--- config.mk ---
export PLATFORM = sky130hd
export DESIGN_NAME = page_cache_ctrl_flat
export DESIGN_NICKNAME = d
export VERILOG_FILES = /design/src/rtl/page_cache_pkg.sv /design/src/rtl/page_cache_ctrl_if.sv /design/src/rtl/page_prefetch_buf.sv /design/src/rtl/page_cache_ctrl.sv /design/src/flat_wrapper.sv
export SDC_FILE = /design/constraint.sdc
export NUM_CORES = 1
export LEC_CHECK = 0
export ABC_CLOCK_PERIOD_IN_PS = 5600
export BUFFER_PORTS_ARGS = -buffer_cell sky130_fd_sc_hd__buf_4
export CAP_MARGIN = 30
export CORE_MARGIN = 2
export CORE_UTILIZATION = 48
export CTS_CLUSTER_SIZE = 40
export DETAILED_ROUTE_END_ITERATION = 10
export HOLD_SLACK_MARGIN = 0.12
export PLACE_DENSITY = 0.76
export SYNTH_ARGS = -nofsm -noshare
export SYNTH_HDL_FRONTEND = slang
export SYNTH_SLANG_ARGS = --single-unit
--- constraint.sdc ---
create_clock -name clk -period 5.6 [get_ports clk]
set_input_delay 0.84 -clock clk [delete_from_list [all_inputs] [get_ports clk]]
set_output_delay 0.84 -clock clk [all_outputs]
set_load 0.05 [all_outputs]
--- src/rtl/page_cache_pkg.sv ---
// Shared definitions for the page cache controller: FSM encoding and datapath widths.
package page_cache_pkg;
    localparam int DATA_W = 32;
    localparam int BIT_W  = 5;
    localparam logic [BIT_W-1:0] BIT_LAST = 5'd31;
    // Word counter is wide enough for WORDS up to 256.
    localparam int CNT_W  = 9;

    typedef enum logic [2:0] {
        IDLE  = 3'd0,
        FETCH = 3'd1,
        SHIFT = 3'd2,
        STALL = 3'd3,
        DONE  = 3'd4
    } state_e;
endpackage

--- src/rtl/page_cache_ctrl_if.sv ---
// Bundle of control, array-side and data_register-side signals of the page cache controller.
interface page_cache_ctrl_if #(
    parameter int ADDR_W = 8
);
    // Array side: arr_req is a level held with arr_addr stable until a one-cycle arr_ack,
    // and it falls the cycle after that ack. Register side: bit_adv consumes one bit only while RE_L is high.
    logic                                 CE;
    logic                                 start;
    logic [ADDR_W-1:0]                    page_addr;
    logic                                 arr_req;
    logic [ADDR_W-1:0]                    arr_addr;
    logic                                 arr_ack;
    logic [page_cache_pkg::DATA_W-1:0]    arr_data;
    logic                                 bit_adv;
    logic [page_cache_pkg::DATA_W-1:0]    data_cache;
    logic [page_cache_pkg::BIT_W-1:0]     register_add;
    logic                                 RE_L;
    logic                                 busy;
    logic                                 done;

    modport master (
        output CE, start, page_addr, arr_ack, arr_data, bit_adv,
        input  arr_req, arr_addr, data_cache, register_add, RE_L, busy, done
    );

    modport slave (
        input  CE, start, page_addr, arr_ack, arr_data, bit_adv,
        output arr_req, arr_addr, data_cache, register_add, RE_L, busy, done
    );
endinterface

--- src/rtl/page_prefetch_buf.sv ---
// One-word prefetch buffer; bypass forwards din straight to dout without storing it.
module page_prefetch_buf
    import page_cache_pkg::*;
(
    input  logic              clk,
    input  logic              rst,
    input  logic              load,
    input  logic              take,
    input  logic              bypass,
    input  logic              flush,
    input  logic [DATA_W-1:0] din,
    output logic [DATA_W-1:0] dout,
    output logic              valid
);
    logic [DATA_W-1:0] data_q;

    always_ff @(posedge clk or posedge rst) begin
        if (rst) begin
            data_q <= '0;
            valid  <= 1'b0;
        end else if (flush) begin
            valid  <= 1'b0;
        end else if (load && !bypass) begin
            data_q <= din;
            valid  <= 1'b1;
        end else if (take) begin
            valid  <= 1'b0;
        end
    end

    assign dout = bypass ? din : data_q;
endmodule

--- src/rtl/page_cache_ctrl.sv ---
// Page read controller: fetches WORDS array words and presents them bit by bit,
// prefetching the next word so consecutive words shift out without a bubble.
module page_cache_ctrl
    import page_cache_pkg::*;
#(
    parameter int WORDS  = 8,
    parameter int ADDR_W = 8
) (
    input  logic              clk,
    input  logic              rst,
    page_cache_ctrl_if.slave  bus,
    output state_e            state_dbg
);
    state_e            state_q, state_n;
    logic [CNT_W-1:0]  cnt_q, cnt_n;
    logic              req_q, req_n;
    logic [ADDR_W-1:0] addr_q, addr_n;
    logic [DATA_W-1:0] cache_q, cache_n;
    logic [BIT_W-1:0]  bit_q, bit_n;
    logic              rel_q, rel_n;

    logic              buf_load, buf_take, buf_bypass, buf_flush, buf_valid;
    logic [DATA_W-1:0] buf_dout;

    logic acked, adv, at_last_bit, last_word;

    // An ack only counts while a request is outstanding, so acks arriving after an abort are dropped.
    assign acked       = req_q && bus.arr_ack;
    assign adv         = bus.bit_adv && rel_q;
    assign at_last_bit = (bit_q == BIT_LAST);
    assign last_word   = (cnt_q == CNT_W'(WORDS - 1));

    page_prefetch_buf u_buf (
        .clk    (clk),
        .rst    (rst),
        .load   (buf_load),
        .take   (buf_take),
        .bypass (buf_bypass),
        .flush  (buf_flush),
        .din    (bus.arr_data),
        .dout   (buf_dout),
        .valid  (buf_valid)
    );

    always_ff @(posedge clk or posedge rst) begin
        if (rst) begin
            state_q <= IDLE;
            cnt_q   <= '0;
            req_q   <= 1'b0;
            addr_q  <= '0;
            cache_q <= '0;
            bit_q   <= '0;
            rel_q   <= 1'b0;
        end else begin
            state_q <= state_n;
            cnt_q   <= cnt_n;
            req_q   <= req_n;
            addr_q  <= addr_n;
            cache_q <= cache_n;
            bit_q   <= bit_n;
            rel_q   <= rel_n;
        end
    end

    always_comb begin
        state_n    = state_q;
        cnt_n      = cnt_q;
        req_n      = req_q;
        addr_n     = addr_q;
        cache_n    = cache_q;
        bit_n      = bit_q;
        rel_n      = rel_q;
        buf_load   = 1'b0;
        buf_take   = 1'b0;
        buf_bypass = 1'b0;
        buf_flush  = 1'b0;

        if (acked) req_n = 1'b0;

        case (state_q)
            IDLE: begin
                if (bus.start && !bus.CE) begin
                    state_n = FETCH;
                    cnt_n   = '0;
                    addr_n  = bus.page_addr;
                    req_n   = 1'b1;
                end
            end
            FETCH: begin
                if (acked) begin
                    cache_n = bus.arr_data;
                    bit_n   = '0;
                    rel_n   = 1'b1;
                    state_n = SHIFT;
                end
            end
            SHIFT: begin
                if (adv && at_last_bit) begin
                    if (last_word) begin
                        rel_n   = 1'b0;
                        state_n = DONE;
                    end else if (buf_valid || acked) begin
                        // Next word comes from the buffer, or straight off the array when it lands now.
                        buf_take   = buf_valid;
                        buf_bypass = !buf_valid;
                        cache_n    = buf_dout;
                        bit_n      = '0;
                        cnt_n      = cnt_q + 1'b1;
                    end else begin
                        rel_n   = 1'b0;
                        state_n = STALL;
                    end
                end else begin
                    if (adv)   bit_n    = bit_q + 1'b1;
                    if (acked) buf_load = 1'b1;
                end
                if (!req_q && !buf_valid && !last_word) begin
                    req_n  = 1'b1;
                    addr_n = addr_q + 1'b1;
                end
            end
            STALL: begin
                if (acked) begin
                    cache_n = bus.arr_data;
                    bit_n   = '0;
                    rel_n   = 1'b1;
                    cnt_n   = cnt_q + 1'b1;
                    state_n = SHIFT;
                end
            end
            DONE: begin
                state_n = IDLE;
            end
            default: begin
                state_n = IDLE;
            end
        endcase

        if (state_q != IDLE && bus.CE) begin
            state_n   = IDLE;
            req_n     = 1'b0;
            rel_n     = 1'b0;
            cnt_n     = '0;
            buf_flush = 1'b1;
        end
    end

    assign bus.arr_req      = req_q;
    assign bus.arr_addr     = addr_q;
    assign bus.data_cache   = cache_q;
    assign bus.register_add = bit_q;
    assign bus.RE_L         = rel_q;
    assign bus.busy         = (state_q != IDLE);
    assign bus.done         = (state_q == DONE);
    assign state_dbg        = state_q;
endmodule

--- src/flat_wrapper.sv ---
// flat-port wrapper written by rule: the top's interface ports become plain ports
module page_cache_ctrl_flat import page_cache_pkg::*;
#(
    parameter int WORDS  = 8,
    parameter int ADDR_W = 8
)
  (clk, rst, state_dbg, bus_CE, bus_start, bus_page_addr, bus_arr_ack, bus_arr_data, bus_bit_adv, bus_arr_req, bus_arr_addr, bus_data_cache, bus_register_add, bus_RE_L, bus_busy, bus_done);
  page_cache_ctrl_if #(.ADDR_W(ADDR_W)) bus_i ();
  input  logic clk;
  input  logic rst;
  output state_e state_dbg;
  input wire logic [$bits(bus_i.CE)-1:0] bus_CE;
  input wire logic [$bits(bus_i.start)-1:0] bus_start;
  input wire logic [$bits(bus_i.page_addr)-1:0] bus_page_addr;
  input wire logic [$bits(bus_i.arr_ack)-1:0] bus_arr_ack;
  input wire logic [$bits(bus_i.arr_data)-1:0] bus_arr_data;
  input wire logic [$bits(bus_i.bit_adv)-1:0] bus_bit_adv;
  output wire logic [$bits(bus_i.arr_req)-1:0] bus_arr_req;
  output wire logic [$bits(bus_i.arr_addr)-1:0] bus_arr_addr;
  output wire logic [$bits(bus_i.data_cache)-1:0] bus_data_cache;
  output wire logic [$bits(bus_i.register_add)-1:0] bus_register_add;
  output wire logic [$bits(bus_i.RE_L)-1:0] bus_RE_L;
  output wire logic [$bits(bus_i.busy)-1:0] bus_busy;
  output wire logic [$bits(bus_i.done)-1:0] bus_done;
  assign bus_i.CE = bus_CE;
  assign bus_i.start = bus_start;
  assign bus_i.page_addr = bus_page_addr;
  assign bus_i.arr_ack = bus_arr_ack;
  assign bus_i.arr_data = bus_arr_data;
  assign bus_i.bit_adv = bus_bit_adv;
  assign bus_arr_req = bus_i.arr_req;
  assign bus_arr_addr = bus_i.arr_addr;
  assign bus_data_cache = bus_i.data_cache;
  assign bus_register_add = bus_i.register_add;
  assign bus_RE_L = bus_i.RE_L;
  assign bus_busy = bus_i.busy;
  assign bus_done = bus_i.done;
  page_cache_ctrl #(.WORDS(WORDS), .ADDR_W(ADDR_W)) u_core (.clk(clk), .rst(rst), .bus(bus_i), .state_dbg(state_dbg));
endmodule
Word-level counts from Yosys, hierarchy flattened
Cells that the tools add are included.
{ "op_classes": {"n_mux": 55, "add_sub_neg": 3, "n_bitwise": 1, "eq_ne": 22, "reduce_logical": 29} }
{ "ops": {"columns": ["cell", "n"], "rows": [
  ["$mux W32", 5],
  ["$pmux W32 S2", 1],
  ["$mux W9", 6],
  ["$pmux W9 S3", 1],
  ["$mux W5", 5],
  ["$mux W1", 24],
  ["$mux W3", 6],
  ["$ne A3 B1 Y1 const B", 6],
  ["$mux W8", 2],
  ["$pmux W8 S2", 1],
  ["$ne A2 B1 Y1 const B", 5],
  ["$pmux W5 S2", 1],
  ["$reduce_and A5 Y1", 2],
  ["$add A9 B1 Y9 const B", 1],
  ["$eq A9 B3 Y1 const B", 1],
  ["$ne A3 B3 Y1 const B", 3],
  ["$pmux W3 S3", 1],
  ["$reduce_bool A3 Y1", 3],
  ["$add A8 B1 Y8 const B", 1],
  ["$logic_and A1 B1 Y1", 8],
  ["$reduce_and A4 Y1", 2],
  ["$eq A3 B2 Y1 const B", 2],
  ["$reduce_and A6 Y1", 1],
  ["$add A5 B1 Y5 const B", 1],
  ["15 further kinds", 21]
]} }
{ "totals": {"regBits": 92} }

Longest topological paths before layout
{ "depth": {"word_depth": 11, "depth_mapped": 8, "mapped_depth_nobuf": 7} }

Modules after synthesis
From an unflattened synthesis, not the netlist that was laid out.
{ "unflattened": {"hier_cells": 428, "area_unflattened_um2": 5350.1} }
{ "by_module_without_submodules": {"columns": ["mod", "cells_each", "n_inst", "area_each_um2"], "rows": [
  ["page_cache_ctrl", 319, 1, 3703.6],
  ["page_prefetch_buf", 109, 1, 1646.6]
]} }

Worst setup path before layout
OpenSTA, ideal clock, no wires.
{ "synth_path": {"path_kind": "register to register", "start": "reg u_core.bit_q[0] (netlist: u_core.bus.register_add[0])", "end": "reg u_core.cache_q[0] (netlist: u_core.bus.data_cache[0])", "t_arrival_ps": 2410, "path_stages_with_launch": 9, "setup_slack_ps": 3066, "path_buffers": 1, "period_less_slack_ps": 2534, "setup_ps": 125, "path_cell_list": "dfrtp_1 ha_1 and3_1 ha_1 nand3_1 a211oi_4 buf_6 mux2i_1 mux2_2"} }
{ "synth_between": {"elab_chain_cells": 9, "word_cells_on_any_way": 11, "cone_classes": "eq/ne: 2; mux: 7; reduce/logical: 2"} }
{ "synth_lines": {"columns": ["item", "line_no", "source"], "rows": [
  ["from (decl)", "page_cache_ctrl.sv:19", "logic [BIT_W-1:0] bit_q, bit_n;"],
  ["from (signal assigned)", "page_cache_ctrl.sv:60", "bit_q <= bit_n;"],
  ["$eq A5 B5 Y1 (*)", "page_cache_ctrl.sv:30", "assign at_last_bit = (bit_q == BIT_LAST);"],
  ["$logic_and A1 B1 Y1 (*)", "page_cache_ctrl.sv:98", "if (adv && at_last_bit) begin"],
  ["$mux W1", "page_cache_ctrl.sv:98", null],
  ["$mux W1", "page_cache_ctrl.sv:80", "case (state_q)"],
  ["$mux W32", "page_prefetch_buf.sv:31", "assign dout = bypass ? din : data_q;"],
  ["$mux W32", "page_cache_ctrl.sv:102", "end else if (buf_valid || acked) begin"],
  ["$mux W32", "page_cache_ctrl.sv:99", "if (last_word) begin"],
  ["$mux W32", "page_cache_ctrl.sv:98", null],
  ["$pmux W32 S2", "page_cache_ctrl.sv:80", null],
  ["to (signal assigned)", "page_cache_ctrl.sv:59", "cache_q <= cache_n;"],
  ["to (decl)", "page_cache_ctrl.sv:18", "logic [DATA_W-1:0] cache_q, cache_n;"]
]} }
Mark *: on every way between the ends. The rest lies on a longest branch, timed or not. The select of a mux whose other input is x is not followed.
A chain may end at the register's enable or synchronous reset.

Worst setup path in the final report
{ "layout_path": {"start": "reg u_core.state_q[1] (netlist: u_core.state_dbg[1])", "end": "reg u_core.u_buf.data_q[12]"} }
{ "layout_between": {"elab_chain_cells": 5, "word_cells_on_any_way": 10, "cone_classes": "eq/ne: 1; mux: 3; bitwise: 1; reduce/logical: 5"} }
{ "layout_lines": {"columns": ["item", "line_no", "source"], "rows": [
  ["from (decl)", "page_cache_ctrl.sv:14", "state_e state_q, state_n;"],
  ["from (signal assigned)", "page_cache_ctrl.sv:55", "state_q <= state_n;"],
  ["$eq A3 B2 Y1 / $reduce_bool A3 Y1 (equally long branches)", "page_cache_ctrl.sv:80, page_cache_ctrl.sv:139", null],
  ["$mux W1 / $logic_and A1 B1 Y1 (equally long branches)", "page_cache_ctrl.sv:80, page_cache_ctrl.sv:139", null],
  ["$logic_not A1 Y1 / $mux W1 (equally long branches)", "page_prefetch_buf.sv:23, page_cache_ctrl.sv:139", null],
  ["$logic_and A1 B1 Y1 / $not A1 Y1 (equally long branches)", null, null],
  ["$reduce_and A2 Y1 (no source line) (*)", null, null],
  ["to (signal assigned)", "page_prefetch_buf.sv:24", "data_q <= din;"],
  ["to (decl)", "page_prefetch_buf.sv:15", "logic [DATA_W-1:0] data_q;"]
]} }
Mark *: on every way between the ends. The rest lies on a longest branch, timed or not.

==> qor.yml <==
drt:
  drc: 0
  num_vias: 4950
  dr.pass1.iters: 6
  viasPerCell: 6.46
  wl_um: 14800
  ant_nets: 0
  wl_per_cell_um: 19.3
  drtIter0Drc: 396
placed_design:
  numPortBuffers: 97
  place_worst_setup_slack_ps: 2370
  place_hpwl_um: 9560
  gp_congestion: 0.875
global_routing:
  grt_pass1_vias: 4747
  grt_max_degree: 67
  gr-total-overflow: 0
  grt.total_usage_pct: 22.7
  antenna_found_initial: 0
  grt_pass1_wl_um: 23400
pwr:
  p_switching_mw: 1.75
  ir_worst_vdd_mv: 0.322
  p_sw_share_pct: 44.7
  p_int_mw: 2.16
  seq_power_share_pct: 29.6
  power.total_mw: 3.91
  combPwrFrac_pct: 53.4
  pwr-share-clk_pct: 17.0
  p_per_area_nw_per_um2: 565
  cellLeakagePower_nw: 3.12
cts:
  cts_buffers: 9
  cts_tree: "built"
  clk_pin_slew_ps: 70
  postCtsHoldBufs: 0
  root_buffer: "clkbuf_16"
  clkLatencyLatePin_ps: 350
  cts_max_level: 3
  postCtsSetupBuffers: 0
  post_cts_resized: 0
  cts_buffer_depth: 2
  cts.sinks: 92
setup_path:
  r2r_start: "u_core.state_dbg[1]"
  critPathArrivalTime_ps: 3510
  rr_worst_depth: 4
  cp.required_ps: 5830
  reg2reg_to: "u_core.u_buf.data_q[12]"
  reg2reg_slack_ps: 2320
  end_kind: "register"
  start_kind: "register"
  path_class: "register to register"
  path_max_fanout: 33
finish:
  syn_to_final_growth_pct: 19.8
  n_antenna_cell: 0
  final_nets: 664
  final_core_util_pct: 58.2
  num-fill-cells: 1003
  drive_above_1_share_pct: 31.5
yosys:
  synth_edf_count: 0
  yosysSeqAreaShare_pct: 39.8
  synthCells: 548
  syn_area_um2: 5790
  synth-seq-cells: 92
  synth_flop_cell: "dfrtp_1"
  synth.most_common_cell: "dfrtp_1"
  synth_top_area_share_pct: 39.8
  synth_common_cells: "dfrtp_1 (92), mux2_2 (65), clkbuf_1 (41), a21oi_1 (39), mux2i_1 (36)"
  synth_cell_types: 58
  synth.net_count: 598
  yosys_warnings: 0
  yosys.area.top_type: "dfrtp_1"
  async_flop_share_pct: 100
  postSynthAreaPerCell_um2: 10.6
  synth_top_cells_by_area: "dfrtp_1 (40%), mux2_2 (13%), mux2i_1 (6.2%), and4b_1 (5.7%), a311oi_1 (4.8%)"
sta:
  fmax_ghz: 0.305
  tns_ps: 0
  rsz0062_at_grt: "false"
  fin_hold_ws_ps: 497
  finalSetupViolCount: 0
  skew_ps: 7.60
  finalHoldViolations: 0
  tightest_slew_ps: 865
  fin_crit_sh_pct: 58.6
  max_slew_margin_pct: 42.3
  layout_min_cycle_time_ps: 3280
  setup_ws_ps: 2320
  slew_violations: 0
floorplanning:
  dieArea_um2: 13000
  die_x_um: 114
  initial_core_util_pct: 48.6
  ios: 98
  core_area_um2: 11900
  row_count: 40
  die_h_um: 114
flow_run:
  cap_violations: 0
run_status:
  run_status: "complete, no violations"
min_path:
  hp-class: "input port to async pin"
-- per-stage QoR --
step / instance area, um2 / instances
4_1_cts: 6930 / 766
2_1_floorplan: 5790 / 548
5_1_grt: 6930 / 766
3_5_place_dp: 6610 / 750
6_report: 6930 / 766
3_3_place_gp: 6560 / 748
-- how the worst max path moves through the flow --
| stage | from | endpoint |
|---|---|---|
| 6_report | u_core.state_dbg[1] | u_core.u_buf.data_q[12] |
| 4_1_cts | u_core.state_dbg[1] | u_core.u_buf.data_q[3] |
| 3_5_place_dp | u_core.state_dbg[1] | u_core.u_buf.data_q[6] |
| 3_3_place_gp | u_core.state_dbg[1] | u_core.u_buf.data_q[14] |
| 5_1_grt | u_core.state_dbg[1] | u_core.u_buf.data_q[28] |
| 2_1_floorplan | rst | u_core.bus.RE_L |
-- layout by cell type (no fill, tap or decap), types with 3 or more instances in the layout --
cell and count:
nand2_1 19, clkbuf_16 9, mux2_2 65, and2_1 5, o22ai_1 10, o211ai_1 9, nor4_1 3, buf_4 106
a311oi_1 32, o21ai_0 12, and4b_1 33, nand4_1 5, a211oi_1 3, o2111ai_1 3, a221oi_1 7, nand3_1 12
nor3_1 3, ha_1 4, nor2_1 5, a21oi_1 39, and3_1 7, inv_1 14, and3b_1 32, mux2i_1 36
dfrtp_1 92
-- registers in the layout, indices dropped and copies added (netlist names) --
name                     count
u_core.u_buf.data_q         32
u_core.bus.arr_req           1
u_core.cnt_q                 9
u_core.bus.arr_addr          8
u_core.u_buf.valid           1
u_core.bus.RE_L              1
u_core.bus.register_add      5
u_core.state_dbg             3
u_core.bus.data_cache       32
-- layer usage --
layer / track usage, % / wire length (um)
met5: 0 / 0
met4: 10.2 / 359
met3: 4.89 / 1020
met2: 36.4 / 7080
met1: 29.7 / 6350
-- critical path, cell delays in order (launching register included) --
cell and delay [ps]:
dfrtp_1 490, or3b_1 690, nor2_1 620, nand3_2 780, mux2_2 550
-- power by group through the flow --
stage	combinational (mW)	clock (mW)	sequential, mW
after detailed placement	2.08	0	1.16
after CTS	2.09	0.674	1.15
after global placement	1.99	0	1.15
after floorplan	1.04	0	1.62
final	2.09	0.664	1.16
after global routing	2.23	0.702	1.19
-- final cells by class --
| type | instances | area [um2] | area share, % |
|---|---|---|---|
| Multi-Input combinational cell | 388 | 3220 | 46.4 |
| Clock inverter | 4 | 72.6 | 1.05 |
| Sequential cell | 92 | 2300 | 33.2 |
| Clock buffer | 12 | 246 | 3.56 |
| Tap cell | 147 | 184 | 2.65 |
| Timing Repair Buffer | 108 | 851 | 12.3 |
| Inverter | 15 | 57.6 | 0.830 |
-- cells by family (layout without fill, tap and decap cells) --
logic type | after synthesis | count (layout) | share of synthesized area (%)
compound gates | 139 | 139 | 17.2
mux | 101 | 101 | 18.9
fa+ha+maj | 4 | 4 | 0.865
flops | 92 | 92 | 39.8
buf+inv | 68 | 139 | 4.95
simple gates | 144 | 144 | 18.4
(Power assumes the default switching activity.)
